`src/rtl/hive_params.sv`:
```
// ============================================================================
// Module  : hive_params
// Purpose : Register window layout of the HIVE IRQ controller.
// Revision: 1.0 - initial release
// ============================================================================
`default_nettype none

package hive_params;

  localparam logic [2:0] c_reg_en   = 3'd0;
  localparam logic [2:0] c_reg_mode = 3'd1;
  localparam logic [2:0] c_reg_pend = 3'd2;
  localparam logic [2:0] c_reg_insv = 3'd3;
  localparam logic [2:0] c_reg_err  = 3'd4;
  localparam int         c_reg_count = 5;

endpackage

`default_nettype wire

```
`src/rtl/hive_types.sv`:
```
// ============================================================================
// Module  : hive_types
// Purpose : Shared types of the HIVE IRQ controller (thread index, reg offset).
// Revision: 1.0 - initial release
// ============================================================================
`default_nettype none

package hive_types;

  // Wide enough for the largest supported thread count (16).
  typedef logic [3:0] hive_tid_t;
  typedef logic [2:0] hive_reg_off_t;

endpackage

`default_nettype wire

```
`src/rtl/hive_irq_sync.sv`:
```
// ============================================================================
// Module  : hive_irq_sync
// Purpose : One-bit IRQ request synchronizer with rising-edge detector.
// Revision: 1.0 - initial release
// ============================================================================
`default_nettype none

module hive_irq_sync #(
  parameter int SYNC_STAGES = 2
) (
  input  logic i_clk,
  input  logic i_rst_n,
  input  logic i_xsr,
  output logic o_lvl,
  output logic o_rise
);

  logic [SYNC_STAGES-1:0] r_sync;
  logic                   r_prev;

  always_ff @(posedge i_clk or negedge i_rst_n) begin
    if (!i_rst_n) begin
      r_sync <= '0;
      r_prev <= 1'b0;
    end else begin
      r_sync[0] <= i_xsr;
      for (int i = 1; i < SYNC_STAGES; i++) begin
        r_sync[i] <= r_sync[i-1];
      end
      r_prev <= r_sync[SYNC_STAGES-1];
    end
  end

  assign o_lvl  = r_sync[SYNC_STAGES-1];
  assign o_rise = r_sync[SYNC_STAGES-1] & ~r_prev;

endmodule

`default_nettype wire

```
`src/rtl/hive_irq_ctrl.sv`:
```
// ============================================================================
// Module  : hive_irq_ctrl
// Purpose : Round-robin per-thread IRQ controller with rbus register window.
// Revision: 1.0 - initial release
// ============================================================================
`default_nettype none

module hive_irq_ctrl
  import hive_params::*;
  import hive_types::*;
#(
  parameter int THREADS     = 8,
  parameter int ALU_W       = 32,
  parameter int RBUS_ADDR_W = 8,
  parameter int BASE_ADDR   = 'h10,
  parameter int SYNC_STAGES = 2
) (
  input  logic                       clk_i,
  input  logic                       rst_i,
  input  logic                       cla_i,
  input  logic [THREADS-1:0]         xsr_i,
  input  logic [RBUS_ADDR_W-1:0]     rbus_addr_i,
  input  logic                       rbus_wr_i,
  input  logic                       rbus_rd_i,
  input  logic [ALU_W-1:0]           rbus_wr_data_i,
  output logic [ALU_W-1:0]           rbus_rd_data_o,
  output logic [$clog2(THREADS)-1:0] id_o,
  output logic                       irq_o,
  output logic [THREADS-1:0]         irq_er_o
);

  localparam int                     ID_W      = $clog2(THREADS);
  localparam logic [ID_W-1:0]        c_id_last = ID_W'(THREADS - 1);
  localparam logic [RBUS_ADDR_W-1:0] c_base    = RBUS_ADDR_W'(BASE_ADDR);

  logic [1:0]             r_rst_sync;
  logic                   w_rst_n;
  logic [ID_W-1:0]        r_id;
  logic [THREADS-1:0]     r_en, r_mode, r_pend, r_insv, r_err;
  logic [THREADS-1:0]     w_lvl, w_rise, w_hw_req, w_svc, w_err_set, w_rd_sel;
  logic [THREADS-1:0]     w_wdata;
  logic [RBUS_ADDR_W-1:0] w_off;
  hive_reg_off_t          w_reg;
  logic                   w_hit, w_grant;
  logic [ALU_W-1:0]       r_rd_data;

  // Reset asserts asynchronously but is released on a clock edge.
  always_ff @(posedge clk_i or negedge rst_i) begin
    if (!rst_i) r_rst_sync <= 2'b00;
    else        r_rst_sync <= {r_rst_sync[0], 1'b1};
  end
  assign w_rst_n = r_rst_sync[1];

  for (genvar t = 0; t < THREADS; t++) begin : g_sync
    hive_irq_sync #(.SYNC_STAGES(SYNC_STAGES)) u_sync (
      .i_clk  (clk_i),
      .i_rst_n(w_rst_n),
      .i_xsr  (xsr_i[t]),
      .o_lvl  (w_lvl[t]),
      .o_rise (w_rise[t])
    );
  end

  if (ALU_W > THREADS) begin : g_unused
    logic w_unused_wdata;
    assign w_unused_wdata = ^rbus_wr_data_i[ALU_W-1:THREADS];
  end

  assign w_wdata = rbus_wr_data_i[THREADS-1:0];
  assign w_off   = rbus_addr_i - c_base;
  assign w_hit   = (rbus_addr_i >= c_base) && (w_off < RBUS_ADDR_W'(c_reg_count));
  assign w_reg   = hive_reg_off_t'(w_off);

  always_comb begin
    w_grant = r_pend[r_id] & r_en[r_id] & ~r_insv[r_id] & ~cla_i;
    w_svc   = '0;
    for (int t = 0; t < THREADS; t++) begin
      w_svc[t] = w_grant && (hive_tid_t'(r_id) == hive_tid_t'(t));
    end
    // A level held while in service is the request already being handled.
    w_hw_req  = ((r_mode & w_rise) | (~r_mode & w_lvl & ~r_insv)) & r_en;
    w_err_set = r_mode & w_rise & r_en & r_pend & ~w_svc;
  end

  always_comb begin
    w_rd_sel = '0;
    case (w_reg)
      c_reg_en:   w_rd_sel = r_en;
      c_reg_mode: w_rd_sel = r_mode;
      c_reg_pend: w_rd_sel = r_pend;
      c_reg_insv: w_rd_sel = r_insv;
      c_reg_err:  w_rd_sel = r_err;
      default:    w_rd_sel = '0;
    endcase
  end

  always_ff @(posedge clk_i or negedge w_rst_n) begin
    if (!w_rst_n) begin
      r_id      <= '0;
      r_en      <= '0;
      r_mode    <= '0;
      r_pend    <= '0;
      r_insv    <= '0;
      r_err     <= '0;
      r_rd_data <= '0;
    end else begin
      r_id <= (r_id == c_id_last) ? '0 : r_id + ID_W'(1);
      if (rbus_wr_i && w_hit && w_reg == c_reg_en)   r_en   <= w_wdata;
      if (rbus_wr_i && w_hit && w_reg == c_reg_mode) r_mode <= w_wdata;
      if (cla_i) begin
        r_pend <= '0;
        r_insv <= '0;
        r_err  <= '0;
      end else begin
        // Set terms are OR-ed last so hardware sets beat software clears.
        r_pend <= (r_pend & ~w_svc) | w_hw_req
                | ((rbus_wr_i && w_hit && w_reg == c_reg_pend) ? w_wdata : '0);
        r_insv <= (r_insv & ~((rbus_wr_i && w_hit && w_reg == c_reg_insv) ? w_wdata : '0))
                | w_svc;
        r_err  <= (r_err & ~((rbus_wr_i && w_hit && w_reg == c_reg_err) ? w_wdata : '0))
                | w_err_set;
      end
      r_rd_data <= (rbus_rd_i && w_hit) ? ALU_W'(w_rd_sel) : '0;
    end
  end

  assign id_o           = r_id;
  assign irq_o          = w_grant;
  assign irq_er_o       = r_err;
  assign rbus_rd_data_o = r_rd_data;

endmodule

`default_nettype wire
```
`config.mk`:
```
export PLATFORM = sky130hd
export DESIGN_NAME = hive_irq_ctrl
export DESIGN_NICKNAME = d
export VERILOG_FILES = /design/src/rtl/hive_params.sv /design/src/rtl/hive_types.sv /design/src/rtl/hive_irq_sync.sv /design/src/rtl/hive_irq_ctrl.sv
export SDC_FILE = /design/constraint.sdc
export NUM_CORES = 1
export LEC_CHECK = 0
export CAP_MARGIN = 20
export CORE_MARGIN = 8
export CORE_UTILIZATION = 44
export CTS_CLUSTER_SIZE = 30
export DETAILED_ROUTE_END_ITERATION = 7
export MAX_ROUTING_LAYER = met4
export PLACE_DENSITY_LB_ADDON = 0.12
export SETUP_SLACK_MARGIN = 0.1
export SLEW_MARGIN = 10
export SYNTH_ARGS = -nofsm -noshare
export SYNTH_HDL_FRONTEND = slang
export SYNTH_SLANG_ARGS = --single-unit
```
`constraint.sdc`:
```
create_clock -name clk_i -period 2.4 [get_ports clk_i]
set_clock_uncertainty 0.1 [all_clocks]
set_input_delay 0.36 -clock clk_i [delete_from_list [all_inputs] [get_ports clk_i]]
set_output_delay 0.36 -clock clk_i [all_outputs]
set_load 0.005 [all_outputs]
```
==> out/results.ini <==
[sta]
grt_setup_unrepaired = false
relSlewSlack_pct = 45.5
holdWs_ns = 0.0696
worst_slew_pin_slew_ns = 0.814
fin_crit_ns = 2.19
setup_viol = 0
fmax_mhz = 457
finalWorstSetupSlack_ns = 0.211
hold_violations = 0
finalCritPeriodShare_pct = 91.2
slew_violations = 0

[floorplanning]
dieHeight_um = 107
io-pin-count = 97
fp.dieArea_um2 = 11300
rows = 33
dieWidth_um = 107
core_area_um2 = 8090
initial_utilization_pct = 44.6

[critical_path]
worstPathRequired_ns = 1.94
critPathKind = reg -> out
crit_family = simple AND/OR/NAND/NOR gates
startpoint_type = flip-flop
crit_slowest_cell = dfrtp_2
cpPeakStageDelay_ns = 0.46
worstPathMaxFanout = 5
worstPathArrival_ns = 1.73
end_kind = primary output
crit_path_cell_trace = and4b_1 > nor4_2 > nor3_2 > and2_4 > buf_2
path_buf_inv = 1

[placement]
dp_hpwl_um = 6630
place_congestion = 0.874
dp_cells = 498
pre_cts_slack_ns = -0.0250
io_buffers = 48

[synth]
netlist.area_leader.share_pct = 53.4
avgSynthCellArea_um2 = 10.8
ys_types = 42
synth_area_leaders = dfrtp_1 (53%), buf_4 (5.0%), mux2_2 (4.1%)
yosysSeqAreaShare_pct = 53.4
yosys_warnings = 0
ys_seq_elements = 77
synth_cells = 334
netlist_area_um2 = 3610
yosysTopAreaCell = dfrtp_1

[power_and_ir_drop]
p_leak_nw = 1.94
ir_drop_v = 0.000335
powerDensity_nw_per_um2 = 579
finalPower_mw = 2.63

[routing]
drc = 0
drt_iter0_markers = 189
ant_nets = 0
route.vias.total = 2809
wl_per_cell_um = 18.0
viasPerCell = 5.43
wl_um = 9310
dr.pass1.iters = 4

[finish]
final_util_pct = 56.1
antenna_cells = 0
drive_gt1_share_pct = 17.7
instances_no_fill = 517
fillCellCount = 738
nets = 466
synthToLayoutAreaGrowth_pct = 25.9

[global_route]
antenna_found_initial = 0
grt_pass1_wl_um = 14900
grt_max_degree = 46
grt_overflow = 0
grt_usage_pct = 17.4
grt_pass1_vias = 2807

[clock_tree]
cts_tree = done
ctsLongestPathBuffers = 2
cts_max_level = 3
cts_buffers = 9
clock-sinks = 77
worstSkewPairLatency_ns = 0.35
path_clk_slew_ns = 0.09
root_buffer = clkbuf_8
cts_hold_buffers = 0

[min_path]
hp-class = in -> async

[flow_run]
drv_cap = 0

[run_status]
status = finished clean

==> area by class of cell <==
cell class | count | area, µm² | share of cell area, %
clock buffers | 10 | 128 | 2.81
multi-input cells | 231 | 1510 | 33.3
repair buffers | 77 | 706 | 15.6
flip-flops and latches | 77 | 1930 | 42.6
clock inverters | 6 | 87.6 | 1.93
inverters | 11 | 41.3 | 0.910
well taps | 105 | 131 | 2.89
==> kinds of logic (layout without fill, tap and decap cells) <==
family	after synthesis	in the layout	share of synthesized area [%]
mux	18	18	5.45
other cells	2	25	0.208
buf+inv	49	104	7.98
flops	77	77	53.4
simple gates	101	101	16.2
fa+ha+maj	6	6	2.08
compound gates	81	81	14.6
==> layout by cell type (no fill, tap or decap), types with 3 or more instances in the layout <==
master | netlist | final
o41ai_1 | 4 | 4
nand3_1 | 12 | 12
clkbuf_8 | 0 | 9
a32oi_1 | 8 | 8
nand2_1 | 36 | 36
nor2_1 | 8 | 8
a21oi_1 | 9 | 9
and2_1 | 10 | 8
dfrtp_1 | 77 | 75
nand2b_1 | 4 | 4
nand4_1 | 8 | 8
conb_1 | 2 | 25
o22ai_1 | 9 | 9
a22oi_1 | 14 | 14
mux2i_1 | 5 | 5
a32o_1 | 3 | 3
inv_1 | 11 | 11
nand4b_1 | 3 | 3
clkdlybuf4s50_1 | 0 | 47
buf_4 | 24 | 28
o21ai_1 | 10 | 10
mux2_2 | 13 | 13
o21ai_0 | 19 | 19
ha_1 | 6 | 6
==> Yosys cell counts <==
cell        n
inv_1      11
nor2b_1     2
a21oi_2     2
clkbuf_1    8
o31ai_1     1
and4b_1     2
nand4_1     8
o22a_1      1
nor2_1      8
buf_4      24
nor4bb_1    2
o21ai_1    10
mux2_2     13
a32o_1      3
and2_1     10
nand2_1    36
and3b_1     1
a31oi_1     1
conb_1      2
nand2b_1    4
buf_2       5
o21ai_0    19
o41ai_1     4
a21oi_1     9
nor4_1      3
nand3_1    12
ha_1        6
mux2i_1     5
nand3b_2    1
dfrtp_1    77
a22oi_1    14
a32oi_1     8
nand4b_1    3
buf_6       1
nand4bb_1   2
o22ai_1     9
or3_4       1
or3_1       1
nor4_4      2
or4bb_1     1
and3_1      1
nor3_1      1
==> where the power goes <==
part           switching, mW  internal (mW)
combinational          0.107         0.0872
sequential            0.0374           1.34
clock                  0.475          0.586
==> worst register-to-register path: stages (launching register included) <==
cell and delay, ns:
dfrtp_2 0.46, nor4bb_2 0.37, nor4_2 0.09, or3_1 0.46
o21ai_0 0.30, o21ai_0 0.13
==> worst paths after layout <==
check,from,slack [ns],end,cells past startpoint
min reg2reg,r_rst_sync[1],0.16,r_pend[3],0
max,id_o[0],0.21,irq_o,5
max reg2reg,id_o[0],0.37,irq_er_o[5],5
min in group clk_i,g_sync[6].u_sync.r_sync[0],0.25,g_sync[6].u_sync.r_sync[1],0
max in group asynchronous,r_rst_sync[1],1.46,id_o[2],1
min,rst_i,0.07,r_rst_sync[1],1
==> per-stage QoR <==
| step | instance area [µm²] | setup TNS [ns] |
|---|---|---|
| after global placement | 4270 | -0.459 |
| after floorplan | 3690 | 0 |
| final | 4540 | 0 |
| after CTS | 4510 | 0 |
| after detailed placement | 4270 | -0.132 |
| after global routing | 4540 | 0 |
==> flip-flops by register name (all words and copies together) (netlist names) <==
name and flops:
g_sync.u_sync.r_sync 16, g_sync.u_sync.r_prev 8, irq_er_o 8, r_en 8
r_insv 8, r_mode 8, r_pend 8, rbus_rd_data_o 8
id_o 3, r_rst_sync 2
==> repair_timing <==
action,CTS,global route
pin swaps,2,3
resized for setup,7,5
setup endpoints to repair,1,1
setup buffers,1,2
==> per-layer routing <==
metal | vias up | track usage [%] | part of all wire [%]
li1 | 1308 | - | -
met1 | 1388 | 22.0 | 43
met2 | 104 | 27.0 | 47
met3 | 9 | 3.75 | 9.0
met4 | 0 | 5.83 | 1.0
met5 | - | - | 0
(Power assumes the default switching activity.)
